==> src/rtl/ldtu_sample_packer_if.sv <==
// ---------------------------------------------------------------------------
// ldtu_sample_packer_if
// Purpose : groups the sample input bus and the packed-word valid/ready bus
//           of ldtu_sample_packer.
// Signals : DATA_to_enc[12:0]  sample; [12] = gain flag, [11:0] = data
//           baseline_flag      1 = baseline sample (only [5:0] significant)
//           word_data[31:0]    head-of-FIFO packed word
//           word_valid         FIFO not empty
//           word_ready         consumer accepts word_data this cycle
// Modports: slave  - the packer (consumes samples, produces words)
//           master - the surrounding logic (feeds samples, consumes words)
// Handshake: a word transfers on a CLK edge where word_valid & word_ready are
//           both 1. While word_valid=1 and word_ready=0, word_data holds.
//           word_data is meaningless while word_valid=0.
// ---------------------------------------------------------------------------
interface ldtu_sample_packer_if;
    logic [12:0] DATA_to_enc;
    logic        baseline_flag;
    logic [31:0] word_data;
    logic        word_valid;
    logic        word_ready;

    modport slave (
        input  DATA_to_enc,
        input  baseline_flag,
        input  word_ready,
        output word_data,
        output word_valid
    );

    modport master (
        output DATA_to_enc,
        output baseline_flag,
        output word_ready,
        input  word_data,
        input  word_valid
    );
endinterface

==> src/rtl/ldtu_sample_packer.sv <==
// ---------------------------------------------------------------------------
// ldtu_sample_packer
// Purpose : packs one 13-bit sample per CLK into 32-bit words (baseline
//           samples 5 x 6 bits per word, signal samples 2 x 13 bits per word)
//           and buffers them in a first-word-fall-through output FIFO.
// Ports   : CLK        clock
//           rst_b      synchronous active-low reset
//           bus        ldtu_sample_packer_if.slave (samples in, words out)
//           fifo_ovf   sticky flag: a word was dropped on a full FIFO
//           ovf_count  dropped-word count, saturating (LDTU_PACK_OVF_CNT_EN)
//           dbg_state  packer state: 0 = BASE, 1 = SIG
//           dbg_cnt    packer slot counter
// Config  : define LDTU_PACK_OVF_CNT_EN to add the ovf_count port/counter.
// ---------------------------------------------------------------------------
module ldtu_sample_packer #(
    parameter int FIFO_DEPTH = 8,
    parameter int PTR_W      = 3
) (
    input  logic                      CLK,
    input  logic                      rst_b,
    ldtu_sample_packer_if.slave       bus,
    output logic                      fifo_ovf,
`ifdef LDTU_PACK_OVF_CNT_EN
    output logic [15:0]               ovf_count,
`endif
    output logic                      dbg_state,
    output logic [2:0]                dbg_cnt
);

    typedef enum logic {
        ST_BASE = 1'b0,
        ST_SIG  = 1'b1
    } state_t;

    state_t      state_q, state_d;
    logic [2:0]  cnt_q, cnt_d;
    logic [5:0]  b_q [4];          // baseline slots 0..3; slot 4 is never stored
    logic [12:0] s0_q;

    logic        b_we;
    logic [1:0]  b_widx;
    logic        s_we;
    logic        emit;
    logic [31:0] emit_word;
    logic [23:0] partial_slots;

    logic [12:0] din;
    logic        is_base;

    assign din     = bus.DATA_to_enc;
    assign is_base = bus.baseline_flag;

    // Partial baseline word: slots at or above cnt are forced to zero, since
    // they may still hold samples from an earlier word.
    always_comb begin
        partial_slots = '0;
        for (int i = 0; i < 4; i++) begin
            if (3'(i) < cnt_q) partial_slots[6*i +: 6] = b_q[i];
        end
    end

    // Packer next-state / emit logic
    always_comb begin
        state_d   = state_q;
        cnt_d     = cnt_q;
        b_we      = 1'b0;
        b_widx    = cnt_q[1:0];
        s_we      = 1'b0;
        emit      = 1'b0;
        emit_word = '0;
        case (state_q)
            ST_BASE: begin
                if (is_base) begin
                    if (cnt_q == 3'd4) begin
                        emit      = 1'b1;
                        emit_word = {2'b01, din[5:0], b_q[3], b_q[2], b_q[1], b_q[0]};
                        cnt_d     = 3'd0;
                    end else begin
                        b_we  = 1'b1;
                        cnt_d = cnt_q + 3'd1;
                    end
                end else begin
                    if (cnt_q != 3'd0) begin
                        emit      = 1'b1;
                        emit_word = {4'b1110, 1'b0, cnt_q, partial_slots};
                    end
                    state_d = ST_SIG;
                    cnt_d   = 3'd1;
                    s_we    = 1'b1;
                end
            end
            ST_SIG: begin
                if (!is_base) begin
                    if (cnt_q == 3'd1) begin
                        emit      = 1'b1;
                        emit_word = {6'b001010, din, s0_q};
                        cnt_d     = 3'd0;
                    end else begin
                        s_we  = 1'b1;
                        cnt_d = 3'd1;
                    end
                end else begin
                    if (cnt_q == 3'd1) begin
                        emit      = 1'b1;
                        emit_word = {6'b001011, 13'b0, s0_q};
                    end
                    state_d = ST_BASE;
                    cnt_d   = 3'd1;
                    b_we    = 1'b1;
                    b_widx  = 2'd0;
                end
            end
            default: begin
                state_d = ST_BASE;
                cnt_d   = 3'd0;
            end
        endcase
    end

    always_ff @(posedge CLK) begin
        if (!rst_b) begin
            state_q <= ST_BASE;
            cnt_q   <= 3'd0;
            s0_q    <= '0;
            for (int i = 0; i < 4; i++) b_q[i] <= '0;
        end else begin
            state_q <= state_d;
            cnt_q   <= cnt_d;
            if (s_we) s0_q <= din;
            if (b_we) b_q[b_widx] <= din[5:0];
        end
    end

    assign dbg_state = state_q;
    assign dbg_cnt   = cnt_q;

    // ---------------- output FIFO ----------------
    logic [31:0]    mem [FIFO_DEPTH];
    logic [PTR_W:0] wr_ptr, rd_ptr;
    logic           empty, full, rd_en, wr_en, drop;

    assign empty = (wr_ptr == rd_ptr);
    assign full  = (wr_ptr[PTR_W] != rd_ptr[PTR_W]) &&
                   (wr_ptr[PTR_W-1:0] == rd_ptr[PTR_W-1:0]);
    assign rd_en = !empty && bus.word_ready;
    // A simultaneous read frees the head entry, so a full FIFO still accepts.
    assign wr_en = emit && (!full || rd_en);
    assign drop  = emit && full && !rd_en;

    assign bus.word_valid = !empty;
    assign bus.word_data  = empty ? 32'd0 : mem[rd_ptr[PTR_W-1:0]];

    always_ff @(posedge CLK) begin
        if (rst_b && wr_en) mem[wr_ptr[PTR_W-1:0]] <= emit_word;
    end

    always_ff @(posedge CLK) begin
        if (!rst_b) begin
            wr_ptr   <= '0;
            rd_ptr   <= '0;
            fifo_ovf <= 1'b0;
        end else begin
            if (wr_en) wr_ptr <= wr_ptr + 1'b1;
            if (rd_en) rd_ptr <= rd_ptr + 1'b1;
            if (drop)  fifo_ovf <= 1'b1;
        end
    end

`ifdef LDTU_PACK_OVF_CNT_EN
    always_ff @(posedge CLK) begin
        if (!rst_b) begin
            ovf_count <= 16'd0;
        end else if (drop && ovf_count != 16'hFFFF) begin
            ovf_count <= ovf_count + 16'd1;
        end
    end
`endif

endmodule

==> src/flat_wrapper.sv <==
// flat-port wrapper written by rule: the top's interface ports become plain ports
module ldtu_sample_packer_flat 
#(
    parameter int FIFO_DEPTH = 8,
    parameter int PTR_W      = 3
)
  (CLK, rst_b, fifo_ovf, dbg_state, dbg_cnt, bus_DATA_to_enc, bus_baseline_flag, bus_word_ready, bus_word_data, bus_word_valid);
  ldtu_sample_packer_if bus_i ();
  input  logic CLK;
  input  logic rst_b;
  output logic fifo_ovf;
  output logic dbg_state;
  output logic [2:0] dbg_cnt;
  input wire logic [$bits(bus_i.DATA_to_enc)-1:0] bus_DATA_to_enc;
  input wire logic [$bits(bus_i.baseline_flag)-1:0] bus_baseline_flag;
  input wire logic [$bits(bus_i.word_ready)-1:0] bus_word_ready;
  output wire logic [$bits(bus_i.word_data)-1:0] bus_word_data;
  output wire logic [$bits(bus_i.word_valid)-1:0] bus_word_valid;
  assign bus_i.DATA_to_enc = bus_DATA_to_enc;
  assign bus_i.baseline_flag = bus_baseline_flag;
  assign bus_i.word_ready = bus_word_ready;
  assign bus_word_data = bus_i.word_data;
  assign bus_word_valid = bus_i.word_valid;
  ldtu_sample_packer #(.FIFO_DEPTH(FIFO_DEPTH), .PTR_W(PTR_W)) u_core (.CLK(CLK), .rst_b(rst_b), .bus(bus_i), .fifo_ovf(fifo_ovf), .dbg_state(dbg_state), .dbg_cnt(dbg_cnt));
endmodule
==> config.mk <==
export PLATFORM = sky130hd
export DESIGN_NAME = ldtu_sample_packer_flat
export DESIGN_NICKNAME = d
export VERILOG_FILES = /design/src/rtl/ldtu_sample_packer_if.sv /design/src/rtl/ldtu_sample_packer.sv /design/src/flat_wrapper.sv
export SDC_FILE = /design/constraint.sdc
export NUM_CORES = 1
export LEC_CHECK = 0
export CAP_MARGIN = 0
export CORE_MARGIN = 2
export CORE_UTILIZATION = 57
export DETAILED_ROUTE_END_ITERATION = 8
export PLACE_DENSITY = 0.78
export REMOVE_ABC_BUFFERS = 1
export SLEW_MARGIN = 25
export SYNTH_ARGS = -nofsm -noshare
export SYNTH_HDL_FRONTEND = slang
export SYNTH_SLANG_ARGS = --single-unit
==> constraint.sdc <==
create_clock -name CLK -period 7.6 [get_ports CLK]
set_input_delay 1.14 -clock CLK [delete_from_list [all_inputs] [get_ports CLK]]
set_output_delay 1.14 -clock CLK [all_outputs]
set_load 0.005 [all_outputs]
### After elaboration in Yosys (flattened, before gate mapping)

Memories as Yosys holds them, arrays and structs flattened. A register that Yosys moved wholly into a read port is not among the register bits.
Index checks and enable logic that the tools add are counted.

| cells by class | value |
|---|---|
| bitwise logic cells | 1 |
| equality and inequality tests | 5 |
| $lt $le $gt $ge | 4 |
| mux-type cells | 43 |
| add/subtract/negate cells | 3 |
| reductions and logical operators | 12 |

Operators with widths:

| kind | number |
|---|---|
| $mux 32 | 4 |
| $pmux 32 s2 | 1 |
| $mux 30 | 2 |
| $mux 31 | 1 |
| $mux 6 | 5 |
| $mux 1 | 19 |
| $mux 3 | 4 |
| $add 4x1->4 const B | 2 |
| $logic_and 1x1->1 | 6 |
| $lt 1x3->1 const A | 2 |
| $lt 2x3->1 const A | 2 |
| $mux 2 | 3 |
| $pmux 1 s2 | 3 |
| $pmux 3 s2 | 1 |
| $reduce_or 6->1 | 1 |
| $eq 4x4->1 | 1 |
| $add 3x1->3 const B | 1 |
| $eq 3x1->1 const B | 1 |
| $eq 3x3->1 | 1 |
| $eq 3x3->1 const B | 1 |
| $logic_not 1->1 | 3 |
| $reduce_bool 3->1 | 1 |
| $logic_or 1x1->1 | 1 |
| $ne 1x1->1 | 1 |
| $not 1->1 | 1 |

| storage, ports and cells | value |
|---|---|
| logic and storage cells | 76 |
| memories kept | 2 |
| output and inout bits | 38 |
| register bits after elaboration | 26 |
| bits in writable memories | 280 |

Memories:

| name | depth | width | read ports | clocked after memory_dff | wr ports | line | RTL |
|---|---|---|---|---|---|---|---|
| u_core.mem | 8 | 32 | 1 | 1 | 1 | ldtu_sample_packer.sv:138 | `logic [31:0] mem [FIFO_DEPTH];` |
| u_core.b_q | 4 | 6 | 4 | 0 | 4 | ldtu_sample_packer.sv:37 | `logic [5:0] b_q [4];` |

### Logic depth before layout (Yosys ltp)

| depth | value |
|---|---|
| depth in word-level cells | 9 |
| gate-level depth with buffers | 8 |
| gate-level depth less buffers | 6 |

### Worst setup path after synthesis

No wires, ideal clock.

| timing path | value |
|---|---|
| path kind | input-to-reg |
| start point | input bus_baseline_flag |
| end point | memory u_core.mem[2][0], enable pin |
| arrival | 4.879 ns |
| stages | 4 |
| setup slack | 2.220 ns |
| path buffers | 0 |
| setup time | 0.501 ns |
| cells stage by stage | nor2b_1 o31ai_4 o21ai_4 nor4_1 |

| on the way | value |
|---|---|
| cells in the longest elaborated chain, start to end | 6 |

RTL lines:

| item | line | RTL |
|---|---|---|
| from (decl) | flat_wrapper.sv:15 | `input wire logic [$bits(bus_i.baseline_flag)-1:0] bus_baseline_flag;` |
| $mux 1 | ldtu_sample_packer.sv:73 | `if (is_base) begin` |
| $pmux 1 s2 | ldtu_sample_packer.sv:71 | `case (state_q)` |
| $logic_and 1x1->1 | ldtu_sample_packer.sv:147 | `assign wr_en = emit && (!full \|\| rd_en);` |
| $logic_and 1x1->1 | ldtu_sample_packer.sv:154 | `if (rst_b && wr_en) mem[wr_ptr[PTR_W-1:0]] <= emit_word;` |
| $mux 1 | ldtu_sample_packer.sv:154 |  |
| $mux 1 (not written as such) | ldtu_sample_packer.sv:154 |  |
| to (decl) | ldtu_sample_packer.sv:138 |  |

No other way between the ends.

==> impl_metrics.yaml <==
synth:
  syn_area_per_cell_sq_um: 18.0
  synth_edf_count: 280
  synthCells: 685
  synth.most_common_cell: "edfxtp_1"
  synth_area_leaders: "edfxtp_1 68%, mux4_2 12%, dfxtp_1 4.7%, mux2i_1 3.2%, a22o_1 1.7%"
  synthFlopType: "edfxtp_1"
  synth_area_sq_um: 12300
  yosys_warnings: 0
  synth_largest_area_cell: "edfxtp_1"
  synth-seq-area-share: 0.728
  synth_common_cells: "280 x edfxtp_1, 64 x mux4_2, 51 x nor2_1, 44 x nand2_1, 40 x mux2i_1"
  synthArstFlopShare: 0
  synth_top_area_frac: 0.681
  synth_cell_types: 44
  synth_seq_cells: 309
floorplan:
  die_h_microns: 151
  placementRows: 53
  initial_core_util: 0.583
  io_pins: 55
  core_sq_um: 21200
  die_area_sq_um: 22800
  dieWidth_microns: 151
sta:
  period_needed_ns: 4.53
  tightest_slew_ns: 1.01
  setup_tns_ns: 0
  finalSetupViolations: 0
  post-route-period-util: 0.596
  rsz0062_at_grt: "false"
  fmax_mhz: 221
  holdWs_ns: 0.471
  worst_slack_ns: 3.07
  slew_viol_final: 0
  slew_headroom: 0.318
  worst_clock_skew_ns: 0.0323
  final_hold_viol_count: 0
global_routing:
  grt_pass1_wl_mm: 39.1
  grt_max_degree: 65
  grt_antenna_before_repair: 0
  grt_usage: 0.232
  grt_pass1_vias: 6803
  gr-total-overflow: 0
placed_design:
  io_buffers: 54
  place_ws_ns: 3.57
  dp_hpwl_mm: 15.1
  placed_area_sq_um: 13300
  globalplace.congestion: 0.881
  place_inst: 997
worst_hold_path:
  min_path_type: "reg -> reg"
setup_path:
  cp.arrival_ns: 3.39
  worstSetupPathType: "reg -> out"
  path_cells: "buf_4 -> mux4_2 -> mux2i_1 -> nor2_1 -> clkdlybuf4s50_1"
  cp-start-kind: "flop"
  critPathCaptureType: "output pin"
  worst_path_max_delay_cell: "buf_4"
  cp_slowest_stage_delay_ns: 0.71
  critPathRequiredTime_ns: 6.46
  critPathMaxFanout: 39
clocking:
  ctsResizeCount: 0
  numCtsBuffers: 29
  cts_max_level: 1
  cts_root_buf: "clkbuf_16"
  clk_pin_slew_ns: 0.06
  cts_setup_buffers: 0
  clock_latency_ns: 0.56
  clockBufferDepth: 3
  cts_hold_buf: 0
  cts_tree: "built"
  cts.sinks: 309
routing:
  dr.pass1.iters: 6
  wire_per_inst_microns: 24.3
  finalWirelength_mm: 25.6
  drtIter0Drc: 715
  vias: 6518
  ant_nets: 0
  drcViolationCount: 0
  vias_per_cell: 6.19
layout:
  final_cells: 1053
  antenna_cells: 0
  area_growth_pct: 15.5
  design_area_sq_um: 14200
  nets: 776
  layout-drive-gt1-share: 0.195
job:
  drv_cap: 0
power_and_ir_drop:
  powerDensity_nw_per_um2: 270
  ir_worst_vdd_v: 0.000272
  power_leakage_uw: 0.00482
status:
  status: "finished, final reports clean"
==> stage by stage <==
step,power (uW),util
4_1_cts,3880,0.671
6_report,3850,0.674
3_3_place_gp,2480,0.627
5_1_grt,3980,0.674
3_5_place_dp,2500,0.627
2_1_floorplan,2280,-
==> cell usage in the layout (no fill, tap or decap), types with 5 or more instances in the layout <==
cell type,instances
dfxtp_1,26
nand2_1,44
clkinv_2,10
mux4_2,64
nand2b_1,8
edfxtp_1,280
mux2i_1,40
and2_1,7
nor3_2,5
inv_1,14
clkinv_1,6
a22o_1,24
nor3_1,11
buf_4,19
nor4_1,5
nor2_1,49
clkbuf_16,29
a21oi_1,17
clkdlybuf4s50_1,54
==> cell type report <==
type                            instances  area [sq um]
Fill cell                            1332          6900
Tap cell                              275           344
Clock buffer                           33           741
Inverter                               16          60.1
Timing Repair Buffer                   75           738
Clock inverter                         21           186
Multi-Input combinational cell        324          3190
Sequential cell                       309          8990
==> path summary, 6_finish.rpt <==
check                           slack (ns)         startpoint                 to  cells after the start
worst min register to register        0.47     u_core.s0_q[5]     u_core.s0_q[5]                      2
worst max register to register        4.27  u_core.dbg_cnt[0]   u_core.b_q[2][2]                      5
worst max-delay path                  3.07               flop  bus_word_data[26]                      5
worst min-delay path                  0.47     u_core.s0_q[5]     u_core.s0_q[5]                      2
==> sequential cells by signal, summed over array words and instances, names as in the netlist, named ones only <==
name,flops
u_core.mem,256
u_core.b_q,24
u_core.s0_q,13
u_core.rd_ptr,4
u_core.wr_ptr,4
u_core.dbg_cnt,3
u_core.dbg_state,1
u_core.fifo_ovf,1
==> routing by layer <==
layer / vias to the layer above / global-route usage / wire, microns / share of wire
met5: - / 0 / 0 / 0
met4: 0 / 0.0729 / 617 / 0.024
met3: 55 / 0.0352 / 1990 / 0.078
met2: 315 / 0.396 / 13000 / 0.51
met1: 3299 / 0.312 / 9960 / 0.39
li1: 2849 / - / - / -
==> cell families (layout without fill, tap and decap cells) <==
| family | after synthesis | after routing | share of synthesized area |
|---|---|---|---|
| DFF | 309 | 309 | 0.728 |
| and+or+nand+nor | 151 | 151 | 0.0581 |
| muxes | 104 | 104 | 0.149 |
| AOI/OAI and AO/OA | 61 | 61 | 0.0384 |
| buffers and inverters | 52 | 145 | 0.0184 |
| adders and majority gates | 4 | 4 | 0.00406 |
| xor gates and xnor gates | 4 | 4 | 0.00345 |
==> worst max-delay path, delay by kind of cell, from the launching register on <==
family,cells,cell delay (ns)
AND/OR/NAND/NOR,1,0.07
buffers and inverters,2,1.16
flip-flops,1,0.69
multiplexers,2,0.84
==> power breakdown <==
part           switching, uW  leakage (uW)  internal, uW  total (uW)
logic                    250       0.00134           284         533
registers               41.5       0.00302          1880        1920
clock network            595      0.000455           802        1400
No activity file was read; power rests on OpenSTA's default activity.
